--- src/rtl/icache_inv_pkg.sv ---
// Shared types and width helpers for the I-cache invalidation sequencer.
package icache_inv_pkg;

  typedef enum logic [2:0] {
    IDLE    = 3'd0,
    READ    = 3'd1,
    COMPARE = 3'd2,
    WRITE   = 3'd3,
    FLUSH   = 3'd4
  } inv_seq_state_t;

  function automatic int calc_ofs_w(input int words_per_line);
    return $clog2(words_per_line);
  endfunction

  function automatic int calc_idx_w(input int sets);
    return $clog2(sets);
  endfunction

  function automatic int calc_tag_w(input int sets, input int words_per_line);
    return 30 - $clog2(sets) - $clog2(words_per_line);
  endfunction

endpackage

--- src/rtl/icache_invalidation_sequencer.sv ---
// Applies queued I-cache line invalidations (read, compare, invalidate-write, pop)
// and walks every set for a whole-cache flush; fetch owns tag-port priority via tag_gnt.
module icache_invalidation_sequencer
  import icache_inv_pkg::*;
#(
  parameter int SETS           = 512,
  parameter int WAYS           = 2,
  parameter int WORDS_PER_LINE = 4,
  localparam int OFS_W = calc_ofs_w(WORDS_PER_LINE),
  localparam int IDX_W = calc_idx_w(SETS),
  localparam int TAG_W = calc_tag_w(SETS, WORDS_PER_LINE)
) (
  input  logic                  clk,
  input  logic                  rst,
  input  logic                  inv_valid,
  input  logic [29:0]           inv_addr,
  output logic                  inv_completed,
  input  logic                  flush_req,
  output logic                  flush_done,
  output logic                  tag_req,
  input  logic                  tag_gnt,
  output logic                  tag_we,
  output logic [IDX_W-1:0]      tag_index,
  output logic [WAYS-1:0]       tag_way_mask,
  input  logic [WAYS*TAG_W-1:0] tag_rd_tag,
  input  logic [WAYS-1:0]       tag_rd_valid,
  input  logic                  fill_we,
  input  logic [IDX_W-1:0]      fill_index,
  output logic                  busy
);

  localparam logic [IDX_W-1:0] LAST_SET = IDX_W'(SETS - 1);

  inv_seq_state_t   state, state_nxt;
  logic [IDX_W-1:0] idx, idx_nxt;
  logic [IDX_W-1:0] cnt, cnt_nxt;
  logic [TAG_W-1:0] tag, tag_nxt;
  logic [WAYS-1:0]  mask, mask_nxt;
  logic [WAYS-1:0]  hit;
  logic             fill_hit;
  logic             unused_ofs;

  // Word offset inside the line does not select anything; the whole line goes.
  assign unused_ofs = ^inv_addr[OFS_W-1:0];

  for (genvar w = 0; w < WAYS; w++) begin : g_way_cmp
    assign hit[w] = tag_rd_valid[w] & (tag_rd_tag[w*TAG_W +: TAG_W] == tag);
  end

  // A fill into our set invalidates the read data and any pending mask.
  assign fill_hit = fill_we & (fill_index == idx);
  assign busy     = (state != IDLE);

  // Next-state, datapath updates and decoded tag-port / handshake outputs.
  always_comb begin
    state_nxt     = state;
    idx_nxt       = idx;
    tag_nxt       = tag;
    mask_nxt      = mask;
    cnt_nxt       = cnt;
    inv_completed = 1'b0;
    flush_done    = 1'b0;
    tag_req       = 1'b0;
    tag_we        = 1'b0;
    tag_index     = '0;
    tag_way_mask  = '0;
    case (state)
      IDLE: begin
        if (flush_req) begin
          state_nxt = FLUSH;
        end else if (inv_valid) begin
          state_nxt = READ;
          idx_nxt   = inv_addr[OFS_W+IDX_W-1:OFS_W];
          tag_nxt   = inv_addr[29:OFS_W+IDX_W];
        end else begin
          state_nxt = IDLE;
        end
      end
      READ: begin
        tag_req   = 1'b1;
        tag_index = idx;
        if (tag_gnt) begin
          state_nxt = COMPARE;
        end else begin
          state_nxt = READ;
        end
      end
      COMPARE: begin
        if (fill_hit) begin
          state_nxt = READ;
          mask_nxt  = '0;
        end else if (hit == '0) begin
          inv_completed = 1'b1;
          state_nxt     = IDLE;
        end else begin
          mask_nxt  = hit;
          state_nxt = WRITE;
        end
      end
      WRITE: begin
        tag_req      = 1'b1;
        tag_we       = 1'b1;
        tag_index    = idx;
        tag_way_mask = mask;
        if (tag_gnt) begin
          inv_completed = 1'b1;
          mask_nxt      = '0;
          state_nxt     = IDLE;
        end else if (fill_hit) begin
          mask_nxt  = '0;
          state_nxt = READ;
        end else begin
          state_nxt = WRITE;
        end
      end
      FLUSH: begin
        tag_req      = 1'b1;
        tag_we       = 1'b1;
        tag_index    = cnt;
        tag_way_mask = '1;
        if (tag_gnt) begin
          if (cnt == LAST_SET) begin
            flush_done = 1'b1;
            cnt_nxt    = '0;
            state_nxt  = IDLE;
          end else begin
            cnt_nxt = cnt + IDX_W'(1);
          end
        end else begin
          cnt_nxt = cnt;
        end
      end
      default: begin
        state_nxt = IDLE;
      end
    endcase
  end

  // State and latched invalidation context.
  always_ff @(posedge clk or posedge rst) begin
    if (rst) begin
      state <= IDLE;
      idx   <= '0;
      tag   <= '0;
      mask  <= '0;
      cnt   <= '0;
    end else begin
      state <= state_nxt;
      idx   <= idx_nxt;
      tag   <= tag_nxt;
      mask  <= mask_nxt;
      cnt   <= cnt_nxt;
    end
  end

endmodule

--- config.mk ---
export PLATFORM = sky130hd
export DESIGN_NAME = icache_invalidation_sequencer
export DESIGN_NICKNAME = d
export VERILOG_FILES = /design/src/rtl/icache_inv_pkg.sv /design/src/rtl/icache_invalidation_sequencer.sv
export SDC_FILE = /design/constraint.sdc
export NUM_CORES = 1
export LEC_CHECK = 0
export CAP_MARGIN = 20
export CORE_ASPECT_RATIO = 0.5
export CORE_UTILIZATION = 30
export CTS_CLUSTER_SIZE = 20
export DETAILED_ROUTE_END_ITERATION = 7
export MAX_ROUTING_LAYER = met4
export PLACE_DENSITY = 0.66
export SYNTH_ARGS = -nofsm -noshare
export SYNTH_HDL_FRONTEND = slang
export SYNTH_SLANG_ARGS = --single-unit
export TNS_END_PERCENT = 100
--- constraint.sdc ---
create_clock -name clk -period 2.6 [get_ports clk]
set_clock_uncertainty 0.05 [all_clocks]
set_input_delay 0.52 -clock clk [delete_from_list [all_inputs] [get_ports clk]]
set_output_delay 0.52 -clock clk [all_outputs]
set_load 0.005 [all_outputs]
==> impl_metrics.csv, run 1 <==
group,metric,value,unit
worst_setup_path,setup.worst_path.start_class,"register",
worst_setup_path,crit_path_top_delay_cell,"dfrtp_2",
synth,yosys-top-cells-count,"42 x dfrtp_1, 25 x nand2_1, 24 x xor2_1",
timing,timing.hold.ws,0.480,ns
place,port_buffers,98,
grt,antenna_found_initial,1,
worst_setup_path,r2r_start,"tag[3]",
synth,ys_ff_latch,42,
cells_and_area,seq_area,1060,um^2
synth,synth_top_family_by_area,"simple AND/OR/NAND/NOR gates",
synth,yosysMostFrequentCell,"dfrtp_1",
clocking,htreeDepth,2,
routing,vias_per_cell,4.80,
timing,slew-limit-headroom,62.5,%
timing,worst_pin_slew,0.563,ns
grt,grt-ovfl-total,0,
place,gp_congestion,0.874,
worst_setup_path,cp_cell_sequence,"buf_4 -> xor2_2 -> nor4b_2 -> nand3_1 -> nor3_2 -> nor2_2 -> buf_4 -> a32o_1 -> buf_2",
worst_setup_path,crit_path_frequent_cell,"buf_4",
routing,wl,8110,um
synth,yosys_most_used_dff,"dfrtp_1",
worst_setup_path,end_kind,"output pin",
job,drv_cap,0,
synth,synth_cell_types,36,
timing,postLayoutSetupSlackWorst,-0.0855,ns
routing,vias,2534,
cells_and_area,nets,502,
grt,grtUsageTotal,19.1,%
outcome,violations,"setup timing",
cells_and_area,utilization,54.6,%
worst_setup_path,crit_family,"simple AND/OR/NAND/NOR gates",
synth,synth_area_leaders,"dfrtp_1 40%, xor2_1 8.1%, xnor2_1 7.7%",
timing,fmax,372,MHz
synth,synth_xor_area_share,15.8,%
synth,muxShareOfSynthArea,12.5,%
worst_setup_path,path_max_fanout,3,
power,combinationalPowerShare,38.4,%
synth,yosysWarnings,0,
power,power_frac_seq,36.0,%
synth,async_flop_share,100,%
clocking,clk_latency,0.28,ns
die,start_util,31.7,%
place,dp_hpwl,6110,um
worst_setup_path,reg2reg_to,"state[1]",
routing,route.detailed.drc,0,
power,p_int,1970,uW
worst_setup_path,worstPathArrival,2.12,ns
worst_setup_path,critical_path_buf_inv_count,3,
die,die_area,9070,um^2
timing,finalSetupViolCount,1,
routing,antenna_left,0,
timing,min_period_over_period,103,%
synth,syn_nets,345,
worst_setup_path,ff2ff_path_depth,15,
die,fp.dieW,134,um
hold_path,holdPathStages,1,
routing,routedWlPerCell,15.4,um
grt,grt_pass1_wl,12800,um
timing,period_needed,2.69,ns
power,pwr-share-clk,25.6,%
clocking,path_clk_slew,0.06,ns
die,io_pins,101,
cells_and_area,area_delta_synth_final,72.2,%
die,dieHeight,67.9,um
power,cellPowerDensity,634,nW/um^2
clocking,cts_inserted_buffers,5,
place,place_ws,-0.520,ns
worst_setup_path,worstSetupPathType,"reg -> out",
power,netSwitchingPower,871,uW
synth,synth_compound_area_share,8.85,%
timing,hold_viol,0,
hold_path,min_to,"cnt[7]",
routing,drt-initial-drc-count,107,
synth,netlist_instances,258,
timing,slew_violations,0,
timing,rsz0062_at_grt,"true",
synth,synth_edf_count,0,
cells_and_area,drive_above_1_share,30.4,%
synth,synth_top_area_share,40.4,%
synth,synth_area_leader_cell,"dfrtp_1",
hold_path,worst_hold_startpoint,"cnt[7]",
clocking,cts_root_buf,"clkbuf_16",
clocking,cts.sinks,42,
outcome,outcome,"complete, but fails checks",
die,core,8200,um^2
synth,yosys.area_share.simple,19.4,%
grt,grt_max_degree,43,
power,leakage,0.00187,uW
cells_and_area,fill_cells,713,
die,rows,23,
worst_setup_path,slowest_delay,0.43,ns
power,p_sw_share,30.7,%
grt,grt_pass1_vias,2685,
clocking,cts_buffer_depth,2,
worst_setup_path,cp.required,2.03,ns
clocking,cts_tree,"yes",
synth,synth.avg_cell_area,10.1,um^2
timing,fin_setup_tns,-0.0855,ns
routing,firstDrtPassIters,4,
synth,synthAdderAreaFrac,0.962,%
worst_setup_path,r2r_slack,0.08,ns
synth,ys_seq_area_share,40.4,%
synth,syn_area,2600,um^2
cells_and_area,multi_input_area,1680,um^2
power,ir_worst_vdd,0.307,mV
hold_path,hold_path_class,"reg -> reg",
-- area by class of cell --
cell class / instances / share of cell area, %
multi-input cells: 205 / 37.4
clock inverters: 1 / 0.670
repair buffers: 158 / 31.8
diodes: 1 / 0.0559
flip-flops and latches: 42 / 23.6
inverters: 3 / 0.251
clock buffers: 6 / 3.10
well taps: 112 / 3.13
-- cell usage in the layout (no fill, tap or decap), drive strengths merged, types with 5 or more instances in the layout --
cell type,n
buf,61
clkbuf,7
clkdlybuf4s15,6
clkdlybuf4s50,72
dfrtp,42
dlygate4sd2,18
mux2,29
nand2,25
nand3,6
nand4,14
nor2,14
nor2b,5
nor4,10
o21ai,23
xnor2,23
xor2,24
-- registers in the layout (all words and copies together), names as in the netlist --
| name | flops |
|---|---|
| state | 3 |
| idx | 9 |
| cnt | 9 |
| tag | 19 |
| mask | 2 |
-- stage by stage --
| step | power, uW | instance area (um^2) | cells |
|---|---|---|---|
| after floorplan | 1440 | 2600 | 258 |
| after global placement | 1910 | 3920 | 492 |
| after detailed placement | 1940 | 3920 | 492 |
| after CTS | 2810 | 4370 | 522 |
| after global routing | 3000 | 4480 | 528 |
| final | 2840 | 4480 | 528 |
-- metal layers --
| metal | global-route usage (%) | up-vias | part of all wire [%] |
|---|---|---|---|
| met5 | - | - | 0 |
| met2 | 35.6 | 57 | 53 |
| met3 | 3.93 | 6 | 4.2 |
| met1 | 20.9 | 1246 | 42 |
| li1 | - | 1225 | - |
| met4 | 6.53 | 0 | 1.0 |
-- worst max-delay path by stage --
stage	cells after the start	slack, ns	endpoint	from
final	9	-0.09	inv_completed	tag[3]
after global routing	8	-0.23	inv_completed	tag[15]
after CTS	8	-0.05	inv_completed	tag[12]
after detailed placement	8	-0.52	inv_completed	tag_rd_tag[37]
after global placement	8	-0.52	inv_completed	tag_rd_tag[34]
after floorplan	8	0.35	flush_done	cnt[0]
-- repair_timing --
item / 4_1_cts / 5_1_grt
hold buffers: 0 / 0
setup endpoints to repair: 8 / 14
gates resized for setup: 56 / 21
buffers inserted: 25 / 5
endpoints found under the hold margin: 0 / 0
pin swaps: 16 / 7
-- cell families (layout without fill, tap and decap cells) --
| family | Yosys count | after routing |
|---|---|---|
| fa+ha+maj | 2 | 2 |
| buf+inv | 11 | 168 |
| xor+xnor | 47 | 47 |
| compound gates | 37 | 37 |
| simple gates | 90 | 90 |
| other cells | 0 | 1 |
| mux | 29 | 29 |
| flops | 42 | 42 |
-- power groups by stage --
stage	registers (uW)	clock network, uW	logic (uW)
floorplan	969	0	475
global placement	1000	0	909
detailed placement	1000	0	936
CTS	1020	743	1050
global route	1050	762	1190
finish	1020	728	1090
Power figures use the tool's default switching activity.
==> run 2, diff against run 1 <==
--- a/config.mk
+++ b/config.mk
@@ -12,6 +12,7 @@
 export DETAILED_ROUTE_END_ITERATION = 7
 export MAX_ROUTING_LAYER = met4
 export PLACE_DENSITY = 0.66
+export SKIP_LAST_GASP = 1
 export SYNTH_ARGS = -nofsm -noshare
 export SYNTH_HDL_FRONTEND = slang
 export SYNTH_SLANG_ARGS = --single-unit
==> run 2 against run 1 <==
- the run still ends with setup timing left
- register-to-register slack worse by 0.14 ns
- combinational power is essentially flat
- fmax grew 0.40%
- worst hold slack improved by 0.0042 ns
- critical path type unchanged
- largest cell class unchanged
- largest power group unchanged
==> impl_metrics.csv, run 2 (synthesis results as in run 1) <==
group,metric,value,unit
outcome,outcome,"complete, but fails checks",
outcome,violations,"setup timing",
die,core,8200,um^2
clocking,htreeDepth,2,
worst_setup_path,setup.worst_path.start_class,"register",
power,netSwitchingPower,871,uW
place,dp_hpwl,6110,um
routing,wl_met1,3400,um
routing,wl_met3,312,um
timing,hold_viol,0,
timing,fmax,374,MHz
worst_setup_path,cp_cell_sequence,"buf_4 -> xor2_2 -> nor4b_2 -> nand3_1 -> nor3_2 -> nor2_1 -> buf_4 -> a32o_1 -> buf_2",
worst_setup_path,crit_family,"simple AND/OR/NAND/NOR gates",
routing,vias_per_cell,4.77,
grt,grt_max_degree,43,
clocking,clk_latency,0.28,ns
worst_setup_path,slowest_delay,0.43,ns
routing,drt-initial-drc-count,137,
hold_path,hold_path_class,"reg -> reg",
worst_setup_path,worstPathArrival,2.10,ns
timing,min_period_over_period,103,%
worst_setup_path,path_max_fanout,3,
power,combinationalPowerShare,38.4,%
timing,postLayoutSetupSlackWorst,-0.0748,ns
timing,finalSetupViolCount,2,
die,io_pins,101,
timing,rsz0062_at_grt,"true",
die,dieHeight,67.9,um
place,placedCellCount,492,
cells_and_area,nets,502,
worst_setup_path,worstSetupPathType,"reg -> out",
cells_and_area,final_common_cell,"clkdlybuf4s50_1",
power,pwr-share-clk,25.6,%
cells_and_area,drive_above_1_share,30.1,%
cells_and_area,reg.largest.list,"tag: 19 flops, cnt: 9 flops, idx: 9 flops",
worst_setup_path,critical_path_buf_inv_count,3,
clocking,cts.sinks,42,
grt,grt-ovfl-total,0,
routing,route.detailed.drc,0,
grt,grt_pass1_wl,12800,um
grt,antenna_found_initial,1,
routing,vias,2520,
worst_setup_path,crit_path_frequent_cell,"buf_4",
clocking,path_clk_slew,0.06,ns
die,rows,23,
routing,dr.max_layer_used,"met4",
routing,routedWlPerCell,15.4,um
worst_setup_path,crit_path_top_delay_cell,"dfrtp_2",
place,gp_congestion,0.874,
place,port_buffers,98,
routing,antenna_left,0,
cells_and_area,final_cells,528,
grt,grt_pass1_vias,2681,
timing,slew-limit-headroom,62.5,%
power,power_frac_seq,36.0,%
cells_and_area,area_delta_synth_final,70.7,%
job,drv_cap,0,
clocking,cts_buffer_depth,2,
worst_setup_path,end_kind,"output pin",
timing,slew_violations,0,
power,cellPowerDensity,639,nW/um^2
clocking,cts_inserted_buffers,5,
routing,met2WireLength,4310,um
die,die_area,9070,um^2
power,p_int,1970,uW
routing,firstDrtPassIters,4,
power,p_sw_share,30.7,%
grt,grtUsageTotal,19.1,%
cells_and_area,final_cell_mix,"72 x clkdlybuf4s50_1, 60 x buf_4, 38 x dfrtp_1",
die,fp.dieW,134,um
timing,period_needed,2.67,ns
clocking,cts_root_buf,"clkbuf_16",
cells_and_area,fill_cells,717,
timing,timing.hold.ws,0.484,ns
die,start_util,31.7,%
power,ir_worst_vdd,0.307,mV
timing,fin_setup_tns,-0.131,ns
clocking,cts_tree,"yes",
worst_setup_path,cp.required,2.03,ns
cells_and_area,largest_reg_flops,19,
cells_and_area,top_register,"tag",
power,leakage,0.00186,uW
routing,wl,8110,um
timing,worst_pin_slew,0.562,ns
## run 2: final cells by class
type	count	area, um^2	share of cell area [%]
Inverter	3	11.3	0.253
Clock buffer	6	139	3.13
Antenna cell	1	2.50	0.0563
Sequential cell	42	1060	23.8
Tap cell	112	140	3.15
Clock inverter	1	30.0	0.676
Multi-Input combinational cell	205	1660	37.5
Timing Repair Buffer	158	1400	31.5
## run 2: stage by stage
stage	utilization [%]	setup WS, ns	total power [uW]	cell area, um^2
after detailed placement	47.8	-0.520	1940	3920
after global routing	54.2	-0.213	3000	4440
after floorplan	-	0.349	1440	2600
final	54.2	-0.0748	2840	4440
after CTS	53.3	-0.0488	2810	4370
after global placement	47.8	-0.523	1910	3920
## run 2: layer usage
metal / track usage [%] / vias to the layer above
met4: 6.25 / 0
met3: 3.93 / 6
met2: 35.8 / 47
met5: - / -
li1: - / 1225
met1: 20.9 / 1242
## run 2: worst paths after layout
path | from | end | slack (ns) | depth (start not counted)
max | tag[3] | inv_completed | -0.07 | 9
min | cnt[7] | cnt[7] | 0.48 | 1
max reg2reg | tag[3] | state[1] | -0.06 | 15
min reg2reg | cnt[7] | cnt[7] | 0.48 | 1
max in group asynchronous | rst | state[2] | 1.45 | 3
min in group asynchronous | rst | tag[4] | 0.63 | 3
## run 2: power by group through the flow
stage	sequential [uW]	combinational (uW)	clock [uW]
2_1_floorplan	969	475	0
6_report	1020	1090	727
5_1_grt	1050	1190	762
3_5_place_dp	1000	936	0
4_1_cts	1020	1050	743
3_3_place_gp	1000	909	0
## run 2: worst register-to-register path, stage by stage (launching register included)
cell     delay, ns
dfrtp_2       0.43
buf_4         0.15
xor2_2        0.18
nor4b_2       0.22
nand3_1       0.15
nor3_2        0.16
nor2_1        0.09
buf_4         0.14
buf_4         0.12
buf_4         0.12
buf_4         0.12
buf_4         0.13
buf_4         0.12
buf_4         0.12
buf_4         0.12
o31ai_2       0.16
## run 2: timing repair
item	CTS	global route
hold buffers	0	0
resized for setup	55	13
pin swaps	16	7
endpoints found under the setup margin	8	14
hold endpoints to repair	0	0
buffers inserted	25	5
gates cloned	0	0
==> run 3, diff against run 2 <==
--- a/config.mk
+++ b/config.mk
@@ -12,6 +12,7 @@
 export DETAILED_ROUTE_END_ITERATION = 7
 export MAX_ROUTING_LAYER = met4
 export PLACE_DENSITY = 0.66
+export RECOVER_POWER = 25
 export SKIP_LAST_GASP = 1
 export SYNTH_ARGS = -nofsm -noshare
 export SYNTH_HDL_FRONTEND = slang
==> run 3 against run 2 <==
- the run still ends with setup timing left
- critical path depth stayed put
- sequential cell count stayed put
- via count is 0.52% higher
- worst hold slack hardly changed
- combinational power hardly changed
- critical path type unchanged
- critical endpoint unchanged
- largest power group unchanged
- highest routed layer unchanged
==> impl_metrics.csv, run 3 (synthesis results as in run 1) <==
group,metric,value,unit
hold_path,worst_hold_startpoint,"cnt[7]",
die,core,8200,um^2
routing,wl,8120,um
worst_setup_path,slowest_delay,0.43,ns
power,ir_worst_vdd,0.307,mV
routing,route.detailed.drc,0,
routing,drt-initial-drc-count,103,
power,finalPower,2840,uW
outcome,outcome,"complete, but fails checks",
worst_setup_path,cp.required,2.03,ns
die,fp.dieW,134,um
die,start_util,31.7,%
worst_setup_path,crit_path_frequent_cell,"buf_4",
routing,vias,2533,
worst_setup_path,crit_path_top_delay_cell,"dfrtp_2",
outcome,violations,"setup timing",
cells_and_area,area_delta_synth_final,70.6,%
worst_setup_path,cp_cell_sequence,"buf_4 -> xor2_2 -> nor4b_2 -> nand3_1 -> nor3_2 -> nor2_1 -> buf_4 -> a32o_1 -> buf_2",
cells_and_area,fill_cells,716,
worst_setup_path,r2r_slack,-0.06,ns
worst_setup_path,reg2reg_to,"state[1]",
cells_and_area,drive_above_1_share,30.1,%
timing,min_period_over_period,103,%
place,place_ws,-0.520,ns
worst_setup_path,ff2ff_path_depth,15,
routing,antenna_left,0,
grt,grtUsageTotal,19.1,%
routing,firstDrtPassIters,4,
cells_and_area,largest_reg_flops,19,
timing,hold_viol,0,
cells_and_area,nets,502,
die,die_area,9070,um^2
cells_and_area,seq_area,1060,um^2
die,dieHeight,67.9,um
worst_setup_path,worstPathArrival,2.11,ns
worst_setup_path,setup.worst_path.start_class,"register",
timing,period_needed,2.68,ns
cells_and_area,top_register,"tag",
cells_and_area,postLayoutCellArea,4440,um^2
cells_and_area,multi_input_area,1660,um^2
clocking,path_clk_slew,0.06,ns
cells_and_area,final_common_cell,"clkdlybuf4s50_1",
timing,finalSetupViolCount,2,
cells_and_area,reg.largest.list,"tag: 19 flops, cnt: 9 flops, idx: 9 flops",
hold_path,min_to,"cnt[7]",
timing,slew-limit-headroom,27.2,%
clocking,htreeDepth,2,
worst_setup_path,end_kind,"output pin",
cells_and_area,final_cell_mix,"71 x clkdlybuf4s50_1, 59 x buf_4, 38 x dfrtp_1",
timing,worst_pin_slew,1.09,ns
hold_path,hold_path_class,"reg -> reg",
clocking,cts.sinks,42,
timing,postLayoutSetupSlackWorst,-0.0768,ns
grt,antenna_found_initial,1,
grt,grt_max_degree,43,
routing,routedWlPerCell,15.4,um
clocking,cts_root_buf,"clkbuf_16",
power,leakage,0.00186,uW
place,port_buffers,98,
worst_setup_path,worstSetupPathType,"reg -> out",
place,gp_congestion,0.874,
clocking,cts_tree,"yes",
die,io_pins,101,
clocking,clk_latency,0.28,ns
place,dp_hpwl,6110,um
power,cellPowerDensity,639,nW/um^2
die,rows,23,
clocking,cts_inserted_buffers,5,
worst_setup_path,path_max_fanout,3,
place,dpl_cell_area,3920,um^2
grt,grt-ovfl-total,0,
timing,rsz0062_at_grt,"true",
job,drv_cap,0,
timing,fmax,374,MHz
hold_path,holdPathStages,1,
routing,vias_per_cell,4.80,
grt,grt_pass1_vias,2681,
grt,grt_pass1_wl,12800,um
timing,slew_violations,0,
clocking,cts_buffer_depth,2,
worst_setup_path,r2r_start,"tag[3]",
timing,fin_setup_tns,-0.137,ns
==> run 3: cell count changes in the layout (fill, tap and decap cells not counted), sizes merged <==
cell and change:
clkdlybuf4s50 -1, clkbuf +1, buf -1, dlygate4sd3 +1
==> run 3: worst max-delay path, delay by kind of cell, from the launching register on <==
kind / cells / cell delay [ns]
compound gates: 1 / 0.19
buf+inv: 3 / 0.40
flops: 1 / 0.43
xor+xnor: 1 / 0.18
simple gates: 4 / 0.63
==> run 3: how the worst max path moves through the flow <==
stage,depth (start not counted),start,end,slack (ns)
final,9,tag[3],inv_completed,-0.08
after CTS,8,tag[12],inv_completed,-0.05
after floorplan,8,cnt[0],flush_done,0.35
after detailed placement,8,tag_rd_tag[37],inv_completed,-0.52
after global routing,8,tag[15],inv_completed,-0.21
after global placement,8,tag_rd_tag[34],inv_completed,-0.52
==> run 3: layer usage <==
| layer | vias to the layer above | wire length [um] | track usage (%) |
|---|---|---|---|
| li1 | 1224 | - | - |
| met1 | 1246 | 3450 | 20.9 |
| met2 | 53 | 4280 | 35.8 |
| met3 | 10 | 283 | 3.93 |
| met4 | 0 | 106 | 6.25 |
| met5 | - | 0 | - |
==> run 3: cell type report <==
| type | instances | share of cell area, % |
|---|---|---|
| tap | 112 | 3.16 |
| multi-input combinational | 205 | 37.5 |
| antenna | 1 | 0.0564 |
| clock buffer | 6 | 3.13 |
| sequential | 42 | 23.8 |
| clock inverter | 1 | 0.676 |
| timing repair buffer | 158 | 31.5 |
| inverter | 3 | 0.254 |
==> run 3: where the power goes <==
group | internal (uW) | total (uW) | switching, uW
Combinational | 674 | 1090 | 415
Sequential | 820 | 1020 | 203
Clock | 474 | 725 | 251
==> run 3: metrics by stage <==
step | util [%] | hold slack [ns] | instances
after floorplan | - | 0.402 | 258
after global placement | 47.8 | 0.464 | 492
after detailed placement | 47.8 | 0.469 | 492
after CTS | 53.3 | 0.481 | 522
after global routing | 54.1 | 0.508 | 528
final | 54.1 | 0.484 | 528
==> run 3: timing repair <==
item                                    CTS  global route
setup buffers                            25             5
resized for setup                        55            13
cloned                                    0             0
pin swaps                                16             7
endpoints found under the setup margin    8            14
hold buffers                              0             0
